<file path="src/rtl/attack_turn_fsm_if.sv">
// attack_turn_fsm_if
//   Bundles the game-control inputs and display-side outputs of attack_turn_fsm.
//   master : game front end / display side (drives start, fire, placement;
//            receives target, attacker flags, results, draw strobe, winner, turn)
//   slave  : the turn sequencer itself
//   Inputs to the sequencer:
//     startFSM             level, high = game running
//     keyFire              single-cycle fire pulse
//     xIn, yIn             attack column / row
//     placeWe              ship-cell write strobe (setup only)
//     placePlayer          0 = player-1 map, 1 = player-2 map
//     placeX, placeY       ship cell column / row
//   Outputs from the sequencer:
//     x, y                 latched target cell
//     isPlayer1/2          attacker of the current draw
//     attackTypePlayer1/2  last shot result per player (1 = hit)
//     attackDisplayControl draw strobe
//     whoWon               00 none, 01 player 1, 10 player 2
//     turn                 0 = player 1 to fire, 1 = player 2 to fire
interface attack_turn_fsm_if;
  logic       startFSM;
  logic       keyFire;
  logic [3:0] xIn;
  logic [3:0] yIn;
  logic       placeWe;
  logic       placePlayer;
  logic [3:0] placeX;
  logic [3:0] placeY;

  logic [3:0] x;
  logic [3:0] y;
  logic       isPlayer1;
  logic       isPlayer2;
  logic       attackTypePlayer1;
  logic       attackTypePlayer2;
  logic       attackDisplayControl;
  logic [1:0] whoWon;
  logic       turn;

  modport master (
    output startFSM, keyFire, xIn, yIn, placeWe, placePlayer, placeX, placeY,
    input  x, y, isPlayer1, isPlayer2, attackTypePlayer1, attackTypePlayer2,
           attackDisplayControl, whoWon, turn
  );

  modport slave (
    input  startFSM, keyFire, xIn, yIn, placeWe, placePlayer, placeX, placeY,
    output x, y, isPlayer1, isPlayer2, attackTypePlayer1, attackTypePlayer2,
           attackDisplayControl, whoWon, turn
  );
endinterface

</file>
<file path="src/rtl/attack_turn_fsm.sv">
// attack_turn_fsm
//   Game-turn sequencer feeding the display controller. Holds both players'
//   ship maps and shot history, alternates turns, resolves each shot as hit
//   or miss, strobes the display for DRAW_CYCLES cycles per shot and reports
//   the winner.
//   Ports:
//     clk     system clock
//     ResetN  asynchronous active-low reset
//     bus     attack_turn_fsm_if.slave (control inputs, display outputs)
//   Parameters:
//     GRID        board edge in cells (1..16); coordinates >= GRID are invalid
//     SHIP_CELLS  hits on the opponent's map that end the game (1..255)
//     DRAW_CYCLES draw strobe length (fixed to the consumer's 4-bit counter)
//   Build option:
//     ATTACK_EXTRA_TURN_EN  when defined, a non-winning hit keeps the turn
//                           with the attacker; a miss still passes it.
module attack_turn_fsm #(
  parameter int unsigned GRID        = 10,
  parameter int unsigned SHIP_CELLS  = 17,
  parameter int unsigned DRAW_CYCLES = 16
) (
  input  logic              clk,
  input  logic              ResetN,
  attack_turn_fsm_if.slave  bus
);

  localparam int unsigned CELLS     = GRID * GRID;
  localparam int unsigned IDX_W     = (CELLS > 1) ? $clog2(CELLS) : 1;
  localparam logic [4:0]  GRID_L    = 5'(GRID);
  localparam logic [7:0]  SHIP_L    = 8'(SHIP_CELLS);
  localparam logic [3:0]  DRAW_LAST = 4'(DRAW_CYCLES - 1);

  typedef enum logic [2:0] {
    IDLE,
    WAIT_FIRE,
    CHECK,
    DRAW,
    GAMEOVER
  } state_e;

  state_e                 state_q, state_d;
  logic [1:0][CELLS-1:0]  ship_q, ship_d;
  logic [1:0][CELLS-1:0]  shot_q, shot_d;
  logic [1:0][7:0]        hits_q, hits_d;
  logic [1:0]             atk_q, atk_d;
  logic [3:0]             x_q, x_d;
  logic [3:0]             y_q, y_d;
  logic [3:0]             cnt_q, cnt_d;
  logic                   turn_q, turn_d;

  logic [IDX_W-1:0]       fire_idx;
  logic [IDX_W-1:0]       tgt_idx;
  logic [IDX_W-1:0]       place_idx;
  logic                   hit;

  function automatic logic [IDX_W-1:0] cell_idx(input logic [3:0] cx, input logic [3:0] cy);
    int unsigned lin;
    lin = 32'(cy) * GRID + 32'(cx);
    return lin[IDX_W-1:0];
  endfunction

  function automatic logic in_range(input logic [3:0] cx, input logic [3:0] cy);
    return ({1'b0, cx} < GRID_L) && ({1'b0, cy} < GRID_L);
  endfunction

  // State register
  always_ff @(posedge clk or negedge ResetN) begin
    if (!ResetN) begin
      state_q <= IDLE;
      ship_q  <= '0;
      shot_q  <= '0;
      hits_q  <= '0;
      atk_q   <= '0;
      x_q     <= '0;
      y_q     <= '0;
      cnt_q   <= '0;
      turn_q  <= 1'b0;
    end else begin
      state_q <= state_d;
      ship_q  <= ship_d;
      shot_q  <= shot_d;
      hits_q  <= hits_d;
      atk_q   <= atk_d;
      x_q     <= x_d;
      y_q     <= y_d;
      cnt_q   <= cnt_d;
      turn_q  <= turn_d;
    end
  end

  // Next-state logic
  always_comb begin
    state_d   = state_q;
    ship_d    = ship_q;
    shot_d    = shot_q;
    hits_d    = hits_q;
    atk_d     = atk_q;
    x_d       = x_q;
    y_d       = y_q;
    cnt_d     = cnt_q;
    turn_d    = turn_q;

    fire_idx  = cell_idx(bus.xIn, bus.yIn);
    tgt_idx   = cell_idx(x_q, y_q);
    place_idx = cell_idx(bus.placeX, bus.placeY);
    // turn_q names the attacker from WAIT_FIRE through DRAW, so the
    // opponent's map is the other half.
    hit       = ship_q[~turn_q][tgt_idx];

    if ((state_q != IDLE) && !bus.startFSM) begin
      // Abort: ship layout survives so the same game can be replayed.
      state_d = IDLE;
      shot_d  = '0;
      hits_d  = '0;
      cnt_d   = '0;
      turn_d  = 1'b0;
    end else begin
      unique case (state_q)
        IDLE: begin
          if (bus.placeWe && in_range(bus.placeX, bus.placeY)) begin
            ship_d[bus.placePlayer][place_idx] = 1'b1;
          end
          if (bus.startFSM) begin
            state_d = WAIT_FIRE;
            turn_d  = 1'b0;
          end
        end

        WAIT_FIRE: begin
          if (bus.keyFire && in_range(bus.xIn, bus.yIn) &&
              !shot_q[turn_q][fire_idx]) begin
            x_d     = bus.xIn;
            y_d     = bus.yIn;
            state_d = CHECK;
          end
        end

        CHECK: begin
          shot_d[turn_q][tgt_idx] = 1'b1;
          if (hit && (hits_q[turn_q] != 8'hFF)) begin
            hits_d[turn_q] = hits_q[turn_q] + 8'd1;
          end
          atk_d[turn_q] = hit;
          cnt_d         = '0;
          state_d       = DRAW;
        end

        DRAW: begin
          if (cnt_q == DRAW_LAST) begin
            if (hits_q[turn_q] == SHIP_L) begin
              state_d = GAMEOVER;
            end else begin
              state_d = WAIT_FIRE;
`ifdef ATTACK_EXTRA_TURN_EN
              // The attacker's own result flag holds this shot's outcome.
              if (!atk_q[turn_q]) begin
                turn_d = ~turn_q;
              end
`else
              turn_d = ~turn_q;
`endif
            end
          end else begin
            cnt_d = cnt_q + 4'd1;
          end
        end

        GAMEOVER: begin
          state_d = GAMEOVER;
        end

        default: begin
          state_d = IDLE;
        end
      endcase
    end
  end

  // Outputs: flags and strobe decode from state, so they are zero the
  // instant reset asserts and can never be high outside DRAW.
  always_comb begin
    bus.x                    = x_q;
    bus.y                    = y_q;
    bus.turn                 = turn_q;
    bus.attackTypePlayer1    = atk_q[0];
    bus.attackTypePlayer2    = atk_q[1];
    bus.attackDisplayControl = (state_q == DRAW);
    bus.isPlayer1            = (state_q == DRAW) && !turn_q;
    bus.isPlayer2            = (state_q == DRAW) && turn_q;
    bus.whoWon               = 2'b00;
    if (state_q == GAMEOVER) begin
      bus.whoWon = turn_q ? 2'b10 : 2'b01;
    end
  end

endmodule
</file>
<file path="src/flat_wrapper.sv">
// flat-port wrapper written by rule: the top's interface ports become plain ports
module attack_turn_fsm_flat 
#(
  parameter int unsigned GRID        = 10,
  parameter int unsigned SHIP_CELLS  = 17,
  parameter int unsigned DRAW_CYCLES = 16
)
  (clk, ResetN, bus_startFSM, bus_keyFire, bus_xIn, bus_yIn, bus_placeWe, bus_placePlayer, bus_placeX, bus_placeY, bus_x, bus_y, bus_isPlayer1, bus_isPlayer2, bus_attackTypePlayer1, bus_attackTypePlayer2, bus_attackDisplayControl, bus_whoWon, bus_turn);
  attack_turn_fsm_if bus_i ();
  input  logic clk;
  input  logic ResetN;
  input wire logic [$bits(bus_i.startFSM)-1:0] bus_startFSM;
  input wire logic [$bits(bus_i.keyFire)-1:0] bus_keyFire;
  input wire logic [$bits(bus_i.xIn)-1:0] bus_xIn;
  input wire logic [$bits(bus_i.yIn)-1:0] bus_yIn;
  input wire logic [$bits(bus_i.placeWe)-1:0] bus_placeWe;
  input wire logic [$bits(bus_i.placePlayer)-1:0] bus_placePlayer;
  input wire logic [$bits(bus_i.placeX)-1:0] bus_placeX;
  input wire logic [$bits(bus_i.placeY)-1:0] bus_placeY;
  output wire logic [$bits(bus_i.x)-1:0] bus_x;
  output wire logic [$bits(bus_i.y)-1:0] bus_y;
  output wire logic [$bits(bus_i.isPlayer1)-1:0] bus_isPlayer1;
  output wire logic [$bits(bus_i.isPlayer2)-1:0] bus_isPlayer2;
  output wire logic [$bits(bus_i.attackTypePlayer1)-1:0] bus_attackTypePlayer1;
  output wire logic [$bits(bus_i.attackTypePlayer2)-1:0] bus_attackTypePlayer2;
  output wire logic [$bits(bus_i.attackDisplayControl)-1:0] bus_attackDisplayControl;
  output wire logic [$bits(bus_i.whoWon)-1:0] bus_whoWon;
  output wire logic [$bits(bus_i.turn)-1:0] bus_turn;
  assign bus_i.startFSM = bus_startFSM;
  assign bus_i.keyFire = bus_keyFire;
  assign bus_i.xIn = bus_xIn;
  assign bus_i.yIn = bus_yIn;
  assign bus_i.placeWe = bus_placeWe;
  assign bus_i.placePlayer = bus_placePlayer;
  assign bus_i.placeX = bus_placeX;
  assign bus_i.placeY = bus_placeY;
  assign bus_x = bus_i.x;
  assign bus_y = bus_i.y;
  assign bus_isPlayer1 = bus_i.isPlayer1;
  assign bus_isPlayer2 = bus_i.isPlayer2;
  assign bus_attackTypePlayer1 = bus_i.attackTypePlayer1;
  assign bus_attackTypePlayer2 = bus_i.attackTypePlayer2;
  assign bus_attackDisplayControl = bus_i.attackDisplayControl;
  assign bus_whoWon = bus_i.whoWon;
  assign bus_turn = bus_i.turn;
  attack_turn_fsm #(.GRID(GRID), .SHIP_CELLS(SHIP_CELLS), .DRAW_CYCLES(DRAW_CYCLES)) u_core (.clk(clk), .ResetN(ResetN), .bus(bus_i));
endmodule
</file>
<file path="config.mk">
export PLATFORM = sky130hd
export DESIGN_NAME = attack_turn_fsm_flat
export DESIGN_NICKNAME = d
export VERILOG_FILES = /design/src/rtl/attack_turn_fsm_if.sv /design/src/rtl/attack_turn_fsm.sv /design/src/flat_wrapper.sv
export SDC_FILE = /design/constraint.sdc
export NUM_CORES = 1
export LEC_CHECK = 0
export CAP_MARGIN = 10
export CELL_PAD_IN_SITES_DETAIL_PLACEMENT = 2
export CELL_PAD_IN_SITES_GLOBAL_PLACEMENT = 2
export CORE_AREA = 2 2 264 266
export CTS_CLUSTER_SIZE = 14
export DETAILED_ROUTE_END_ITERATION = 10
export DIE_AREA = 0 0 266 268
export HOLD_SLACK_MARGIN = 0.02
export PLACE_DENSITY_LB_ADDON = 0.1
export SETUP_SLACK_MARGIN = 0.1
export SLEW_MARGIN = 20
export SYNTH_ARGS = -nofsm -noshare
export SYNTH_HDL_FRONTEND = slang
export SYNTH_SLANG_ARGS = --single-unit
</file>
<file path="constraint.sdc">
create_clock -name clk -period 10.2 [get_ports clk]
set_input_delay 1.02 -clock clk [delete_from_list [all_inputs] [get_ports clk]]
set_output_delay 1.02 -clock clk [all_outputs]
set_load 0.02 [all_outputs]
</file>
==> results of run 1 <==
## state kept, by name, indices dropped and copies added (netlist names), 2 cells and up
register        flops
u_core.ship_q     200
u_core.shot_q     200
u_core.hits_q      16
u_core.bus.x        4
u_core.bus.y        4
u_core.cnt_q        4
u_core.state_q      3
u_core.atk_q        2
## worst min-delay path by stage
stage                                  start            endpoint  slack, ns  cells past startpoint
after floorplan            u_core.ship_q[23]   u_core.ship_q[23]       0.42                      1
after global routing                  ResetN  u_core.shot_q[122]       0.41                      1
after detailed placement  u_core.ship_q[197]  u_core.ship_q[197]       0.44                      1
final                                 ResetN  u_core.shot_q[175]       0.38                      1
after CTS                             ResetN   u_core.shot_q[69]       0.37                      1
after global placement     u_core.ship_q[43]   u_core.ship_q[43]       0.43                      1
## logic make-up (layout without fill, tap and decap cells)
kind of cell	after synthesis	after routing
xor gates and xnor gates	22	22
and+or+nand+nor	405	405
buffers and inverters	148	195
AOI/OAI and AO/OA	534	534
other	0	1
muxes	142	142
DFF	434	434
adders and majority gates	29	29
## layer usage
layer,part of all wire (%),vias to the layer above
met5,0,-
met4,2.5,0
met3,2.8,87
met2,48,193
met1,46,7800
li1,-,6293
## stage by stage
stage	cell area (um2)	setup WS (ns)	power (uW)	hold slack, ns	utilization (%)
after detailed placement	21600	4.41	3900	0.439	31.6
after floorplan	20400	6.16	3000	0.422	-
after global placement	21600	4.46	3880	0.432	31.6
final	23400	5.09	5760	0.382	34.2
after global routing	23400	4.90	6060	0.407	34.2
after CTS	23300	5.06	5860	0.373	34.2
## cell type report
| cell class | instances | area (um2) |
|---|---|---|
| diodes | 1 | 2.50 |
| clock buffers | 86 | 1590 |
| clock inverters | 13 | 165 |
| multi-input cells | 1132 | 8890 |
| flip-flops and latches | 434 | 10900 |
| fillers | 7069 | 44900 |
| repair buffers | 72 | 652 |
| well taps | 882 | 1100 |
| inverters | 24 | 90.1 |
## worst reg2reg max path, delay by kind of cell (launching register included)
family	cells	cell delay [ns]
buf+inv	1	0.21
simple gates	3	1.37
fa+ha+maj	2	1.28
compound gates	5	1.41
flops	1	0.48
## cells in the final DEF (no fill, tap or decap), drive strengths merged, types with 16 or more instances in the layout
master         synthesis  layout
a21o                 168     168
a21oi                 23      23
a22o                  75      75
a22oi                 18      18
buf                   43      37
clkbuf                81      86
clkdlybuf4s50          0      35
dfrtp                434     434
ha                    23      23
inv                   23      25
mux2                  17      17
mux2i                 32      32
mux4                  93      93
nand2                202     202
nand3                 42      42
nor2                  65      65
nor3                  16      16
o21ai                152     152
o21bai                37      37
## power by group
| group | total [uW] | switching, uW | internal [uW] |
|---|---|---|---|
| Combinational | 1970 | 1430 | 535 |
| Sequential | 1880 | 76.6 | 1800 |
| Clock | 1920 | 777 | 1140 |
==> key figures, run 1 <==
Placement
  – Placer's final routability congestion estimate: 0.755
  – PortBufs: 37
  – Post-DP HPWL: 46,000 um
  – Placed Cells incl. Taps: 2,544

Global route
  – M3 GR Usage: 2.62%
  – Overall routing resource usage: 20.8%
  – Met1 global-route usage: 28.6%
  – Maximum number of pins on one net before global-route repair: 171
  – Vias in the first global route: 16,000
  – Global-route wire length before repair: 110,000 um
  – Global Route met2 Usage: 34.6%
  – Most used routing layer: met2
  – Leftover overflow at the end of global routing: 0
  – Initial antenna violation count: 3

Clocking
  – Total clock buffers created by CTS: 54
  – Master cell of the clock root buffer: sky130_fd_sc_hd__clkbuf_16
  – Bufs on Longest Clock Path: 3
  – Hold buffer count at CTS: 0
  – Depth of the CTS H-tree: 2
  – CTS tree: built
  – Post-CTS Setup Bufs: 0
  – Clock-pin transition on the worst setup and hold timing paths: 0.06 ns
  – Number of gates given a new drive strength after cts: 0
  – Clock latency reported for the late side of the worst-skew pair: 0.61 ns
  – Number of sinks driven by the clock tree: 434

Setup path
  – RR Startpoint: u_core.bus.y[0]
  – Cell depth of the worst flop-to-flop path: 11
  – Critical Path Sink Type: register
  – List of cells traversed by the critical path: clkdlybuf4s50_1 -> ha_2 -> fa_1 -> clkinv_1 -> mux4_2 -> nor4_1 -> a2111oi_0 -> a311oi_1 -> and3_1 -> mux2_4
  – Cell depth of the worst setup path: 10
  – Category of the critical setup timing path: primary input to register
  – Slowest Stage Delay on Critical Path: 0.77 ns
  – Start point of the critical path: bus_yIn[0]
  – Crit path max-delay family: adder cells
  – Total buffers and inverters traversed by the critical path: 2
  – Arrival time at the worst endpoint: 5.60 ns
  – Register-to-register setup slack: 5.36 ns
  – Destination of the critical timing path: u_core.bus.y[0]
  – Highest fanout seen on the critical path: 10
  – Crit start category: primary input
  – CP required: 10.69 ns
  – Critical R2R Capture: u_core.hits_q[6]
  – Library cell contributing the largest single delay on the critical path: sky130_fd_sc_hd__fa_1

Floorplanning
  – Die Y: 268 um
  – Die area: 0.0713 mm2
  – Initial core utilization: 29.9%
  – Die span in x: 266 um
  – Count of standard-cell rows: 96
  – I/O pin count: 38
  – Core outline area: 0.0682 mm2

Timing
  – Worst slew slack as a fraction of its limit: 22.4%
  – Final TNS setup: 0 ns
  – Final number of max-transition violations: 0
  – Setup Viol. Count Final: 0
  – Final critical-path share of the clock period: 50.1%
  – Worst clock skew: 0.0200 ns
  – Unrepaired setup endpoints after global routing: no
  – Total count of hold-check failures in the final report: 0
  – Final critical delay including setup and external delays: 5.11 ns
  – Max frequency: 196 MHz
  – Slew at the pin closest to its max-slew limit: 1.16 ns

Synth
  – Top post-synthesis cells by area: sky130_fd_sc_hd__dfrtp_1 53%, sky130_fd_sc_hd__mux4_2 10%, sky130_fd_sc_hd__a21o_1 6.2%
  – Sequential cell area fraction in the yosys report: 53.3%
  – Number of enable-type register cells in the synthesized netlist: 0
  – Share of cell area taken by muxes after synthesis: 12.9%
  – Post-synthesis area per instance: 11.9 um2
  – Number of standard cells after synthesis: 1,714
  – Area share of the leading cell type in the synthesized netlist: 53.3%
  – Post-synthesis compound-gate area fraction: 18.3%
  – Most frequently used flop master after synthesis: sky130_fd_sc_hd__dfrtp_1
  – Most common cell in the synthesized netlist: sky130_fd_sc_hd__dfrtp_1
  – Number of distinct standard cells referenced by the synthesized netlist: 73
  – Area share of and/or/nand/nor cells after synthesis: 8.91%
  – Fraction of registers with async set or reset after synthesis: 100%
  – Main combinational cell family by area after synthesis: compound AO/OA/AOI/OAI gates
  – Flops & latches, synth: 434
  – Ys Warns: 0
  – Cell area after synthesis: 0.0204 mm2
  – Share of synthesized cell area in full adder, half adder and majority cells: 2.00%
  – Post-synthesis cell type with the largest combined area: sky130_fd_sc_hd__dfrtp_1
  – Area share of xor/xnor cells in the synthesized design: 1.06%
  – Net count after synthesis: 1,765
  – Leading cell types by count after synthesis: 434 x sky130_fd_sc_hd__dfrtp_1, 202 x sky130_fd_sc_hd__nand2_1, 168 x sky130_fd_sc_hd__a21o_1

Detailed routing
  – Number of violations reported at the end of detailed-routing iteration 0: 848
  – DRT Pass-1 Iters: 4
  – Drt via density: 5.44
  – Number of DRC violations after detailed routing: 0
  – Routed WL per cell: 27.2 um
  – Detailed-route wire length: 71,800 um
  – Via Count: 14,400
  – Final antenna-violating net count: 0

Run
  – Max Cap Viol: 0

Layout
  – P&R area growth vs syn: 14.6%
  – Layout Nets: 1,769
  – Layout cells sized above 1: 14.2%
  – Number of non-filler instances in the completed layout: 2,644

Outcome
  – Outcome: completed

Min path
  – Hold Crit Class: primary input to async pin

Pwr
  – Leakage power: 0.0115 uW
  – Worst-case vdd ir drop: 143 uV
  – Power per cell area: 247 mW/mm2
No activity file was read; power rests on OpenSTA's default activity.
==> inputs of run 2 (changes only) <==
- clock period: 10.2 -> 5.2 ns (I/O delays scaled with it)
==> run 2 against run 1 <==
Effect of this change:
- the flow now finishes with violations (negative hold slack)
- cell area increased by 0.87%
- clock power increased by 93%
- power increased by 96%
- critical path depth increased by 3
- routed wire length increased by 0.37%
- clock-buffer cell count decreased by 12
- via count increased by 0.82%
- critical path type is now register to register
==> key figures, run 2 (same netlist as run 1, synthesis figures left out) <==
Timing
  – Worst clock skew: 0.0111 ns (-0.00895 ns)
  – Max frequency: 223 MHz
  – Worst slew slack as a fraction of its limit: 24.0% (+1.7 points)
  – Total count of hold-check failures in the final report: 1 (+1)
  – Final critical delay including setup and external delays: 4.49 ns
  – Setup Viol. Count Final: 0 (unchanged)
  – Final critical-path share of the clock period: 86.4%
  – Unrepaired setup endpoints after global routing: no
  – Final number of max-transition violations: 0 (unchanged)
  – Final TNS setup: 0 ns (unchanged)
  – Hold Worst Slack: -0.0102 ns (-0.392 ns)
  – Slew at the pin closest to its max-slew limit: 1.13 ns (-0.0319 ns)
  – Setup ws final: 0.706 ns (-4.39 ns)

Floorplanning
  – Count of standard-cell rows: 96 (unchanged)
  – Die Y: 268 um (unchanged)
  – Die area: 0.0713 mm2 (unchanged)
  – Die span in x: 266 um (unchanged)
  – I/O pin count: 38 (unchanged)
  – Core outline area: 0.0682 mm2 (unchanged)
  – Initial core utilization: 29.9% (unchanged)

Clocking
  – Bufs on Longest Clock Path: 3 (unchanged)
  – Clock latency reported for the late side of the worst-skew pair: 0.60 ns (about the same)
  – Total clock buffers created by CTS: 53 (-1.9%)
  – Depth of the CTS H-tree: 2 (unchanged)
  – Number of sinks driven by the clock tree: 434 (unchanged)
  – Master cell of the clock root buffer: sky130_fd_sc_hd__clkbuf_16
  – Clock-pin transition on the worst setup and hold timing paths: 0.06 ns (about the same)
  – Number of gates given a new drive strength after cts: 0 (unchanged)
  – Post-CTS Setup Bufs: 0 (unchanged)
  – Hold buffer count at CTS: 0 (unchanged)
  – CTS tree: built

Setup path
  – Library cell contributing the largest single delay on the critical path: sky130_fd_sc_hd__a211oi_1
  – Critical Path Sink Type: register
  – Arrival time at the worst endpoint: 5.01 ns (-0.59 ns)
  – Crit start category: register
  – Category of the critical setup timing path: register to register
  – Highest fanout seen on the critical path: 7 (-3)
  – RR Startpoint: u_core.bus.y[1]
  – Critical R2R Capture: u_core.hits_q[5]
  – Register-to-register setup slack: 0.71 ns (-4.65 ns)
  – Cell depth of the worst flop-to-flop path: 13 (+2)
  – CP required: 5.71 ns (-4.98 ns)
  – List of cells traversed by the critical path: ha_1 -> ha_1 -> inv_1 -> fa_1 -> a21bo_2 -> o21a_1 -> a211oi_1 -> nand4_1 -> nand4_1 -> o311ai_1 -> buf_4 -> or3_1 -> a21oi_1
  – Slowest Stage Delay on Critical Path: 0.88 ns (+0.11 ns)

Pwr
  – Sw Ratio: 39.5% (-0.17 points)
  – Reported net switching power: 4470 uW (+95%)
  – Power per cell area: 480 mW/mm2 (+95%)
  – Total internal power: 6850 uW (+97%)
  – Share of power burned in registers: 32.9% (+0.3 points)
  – Comb pwr share: 34.3% (+0.2 points)
  – Part of the total power dissipated in the clock network: 32.8% (-0.5 points)
  – Worst-case vdd ir drop: 247 uV (+73%)
  – Leakage power: 0.0116 uW (+1.1%)

Layout
  – Largest registers: u_core.ship_q: 200 flops, u_core.shot_q: 200 flops, u_core.hits_q: 16 flops
  – Layout Nets: 1,793 (+1.4%)
  – Highest-count cells in the layout ignoring fill and taps: 432 x sky130_fd_sc_hd__dfrtp_1, 202 x sky130_fd_sc_hd__nand2_1, 168 x sky130_fd_sc_hd__a21o_1
  – Final cell utilization of the core: 34.5% (+0.30 points)
  – Antenna cell count: 0 (-1)
  – Leading cell type in the layout, fill and taps excluded: sky130_fd_sc_hd__dfrtp_1
  – Filler Cell Count: 7,137 (+0.96%)
  – P&R area growth vs syn: 15.6%
  – Layout cells sized above 1: 15.4% (+1.2 points)

Detailed routing
  – Detailed-route wire length: 72,100 um (+0.37%)
  – DRT Pass-1 Iters: 4 (unchanged)
  – Final antenna-violating net count: 0 (unchanged)
  – Routed WL per cell: 27.0 um (-0.50%)
  – Number of violations reported at the end of detailed-routing iteration 0: 844 (-0.47%)
  – Via Count: 14,500 (+0.82%)
  – Drt via density: 5.43 (about the same)
  – Number of DRC violations after detailed routing: 0 (unchanged)

Global route
  – Leftover overflow at the end of global routing: 0 (unchanged)
  – Overall routing resource usage: 20.7% (-0.087 points)
  – Maximum number of pins on one net before global-route repair: 201 (+18%)
  – Global-route wire length before repair: 110,000 um (-0.19%)
  – Initial antenna violation count: 4 (+1)
  – Vias in the first global route: 15,900 (-0.71%)

Placement
  – PortBufs: 37 (unchanged)
  – Placer's final routability congestion estimate: 0.734 (-2.8%)
  – Post-DP HPWL: 46,800 um (+1.8%)
  – Worst slack, placed: 0.204 ns (-4.21 ns)

Run
  – Max Cap Viol: 0 (unchanged)

Min path
  – Hold Crit Class: primary input to async pin

Outcome
  – Outcome: finished, violations left
  – Violated checks: negative hold slack
[run 2: changes by cell type in the layout (fill, tap and decap cells not counted), moves of 4 or more]
cell	change
sky130_fd_sc_hd__clkbuf_8	-7
sky130_fd_sc_hd__clkbuf_1	-4
sky130_fd_sc_hd__buf_4	+20
sky130_fd_sc_hd__buf_12	+5
sky130_fd_sc_hd__clkinv_2	+8
[run 2: layout make-up]
class / instances / area, um2 / area share (%)
multi-input combinational: 1132 / 8880 / 37.7
timing repair buffer: 97 / 906 / 3.84
tap: 882 / 1100 / 4.68
sequential: 434 / 10900 / 46.1
inverter: 24 / 90.1 / 0.382
clock buffer: 74 / 1460 / 6.18
clock inverter: 24 / 263 / 1.12
[run 2: worst max-delay path by stage]
stage / start / to / slack (ns)
after floorplan: u_core.bus.y[3] / u_core.hits_q[6] / 1.46
after global placement: bus_yIn[0] / u_core.bus.y[0] / 0.23
after detailed placement: bus_yIn[1] / u_core.bus.y[3] / 0.20
after CTS: u_core.bus.y[1] / u_core.hits_q[13] / 0.63
after global routing: u_core.bus.y[1] / u_core.hits_q[5] / 0.30
final: u_core.bus.y[1] / u_core.hits_q[5] / 0.71
[run 2: metrics by stage]
stage               instances  instance area [um2]  power, uW  hold slack [ns]
floorplan                1714                20400       5890            0.224
global placement         2568                21800       7610            0.432
detailed placement       2569                21800       7680            0.440
CTS                      2667                23600      11500           0.0281
global route             2667                23600      11900           0.0546
finish                   2667                23600      11300          -0.0102
[run 2: power by group through the flow]
stage / clock network, uW / logic, uW / registers (uW)
after detailed placement: 0 / 3900 / 3780
final: 3710 / 3880 / 3720
after CTS: 3830 / 3910 / 3720
after floorplan: 0 / 2170 / 3720
after global routing: 3960 / 4180 / 3740
after global placement: 0 / 3830 / 3780
[run 2: routing by layer]
layer	GRT usage, %	vias to the layer above	wire length (um)
met2	35.5	178	35900
met1	28.2	7883	33100
met5	0	-	0
met4	4.63	0	1300
li1	-	6348	-
met3	2.37	82	1770
[run 2: critical path: cells and delay by family, from the launching register on]
family,cells,cell delay [ns]
AOI/OAI and AO/OA,5,1.76
adders and majority gates,3,1.05
and+or+nand+nor,3,0.81
DFF,1,0.47
buffers and inverters,2,0.31
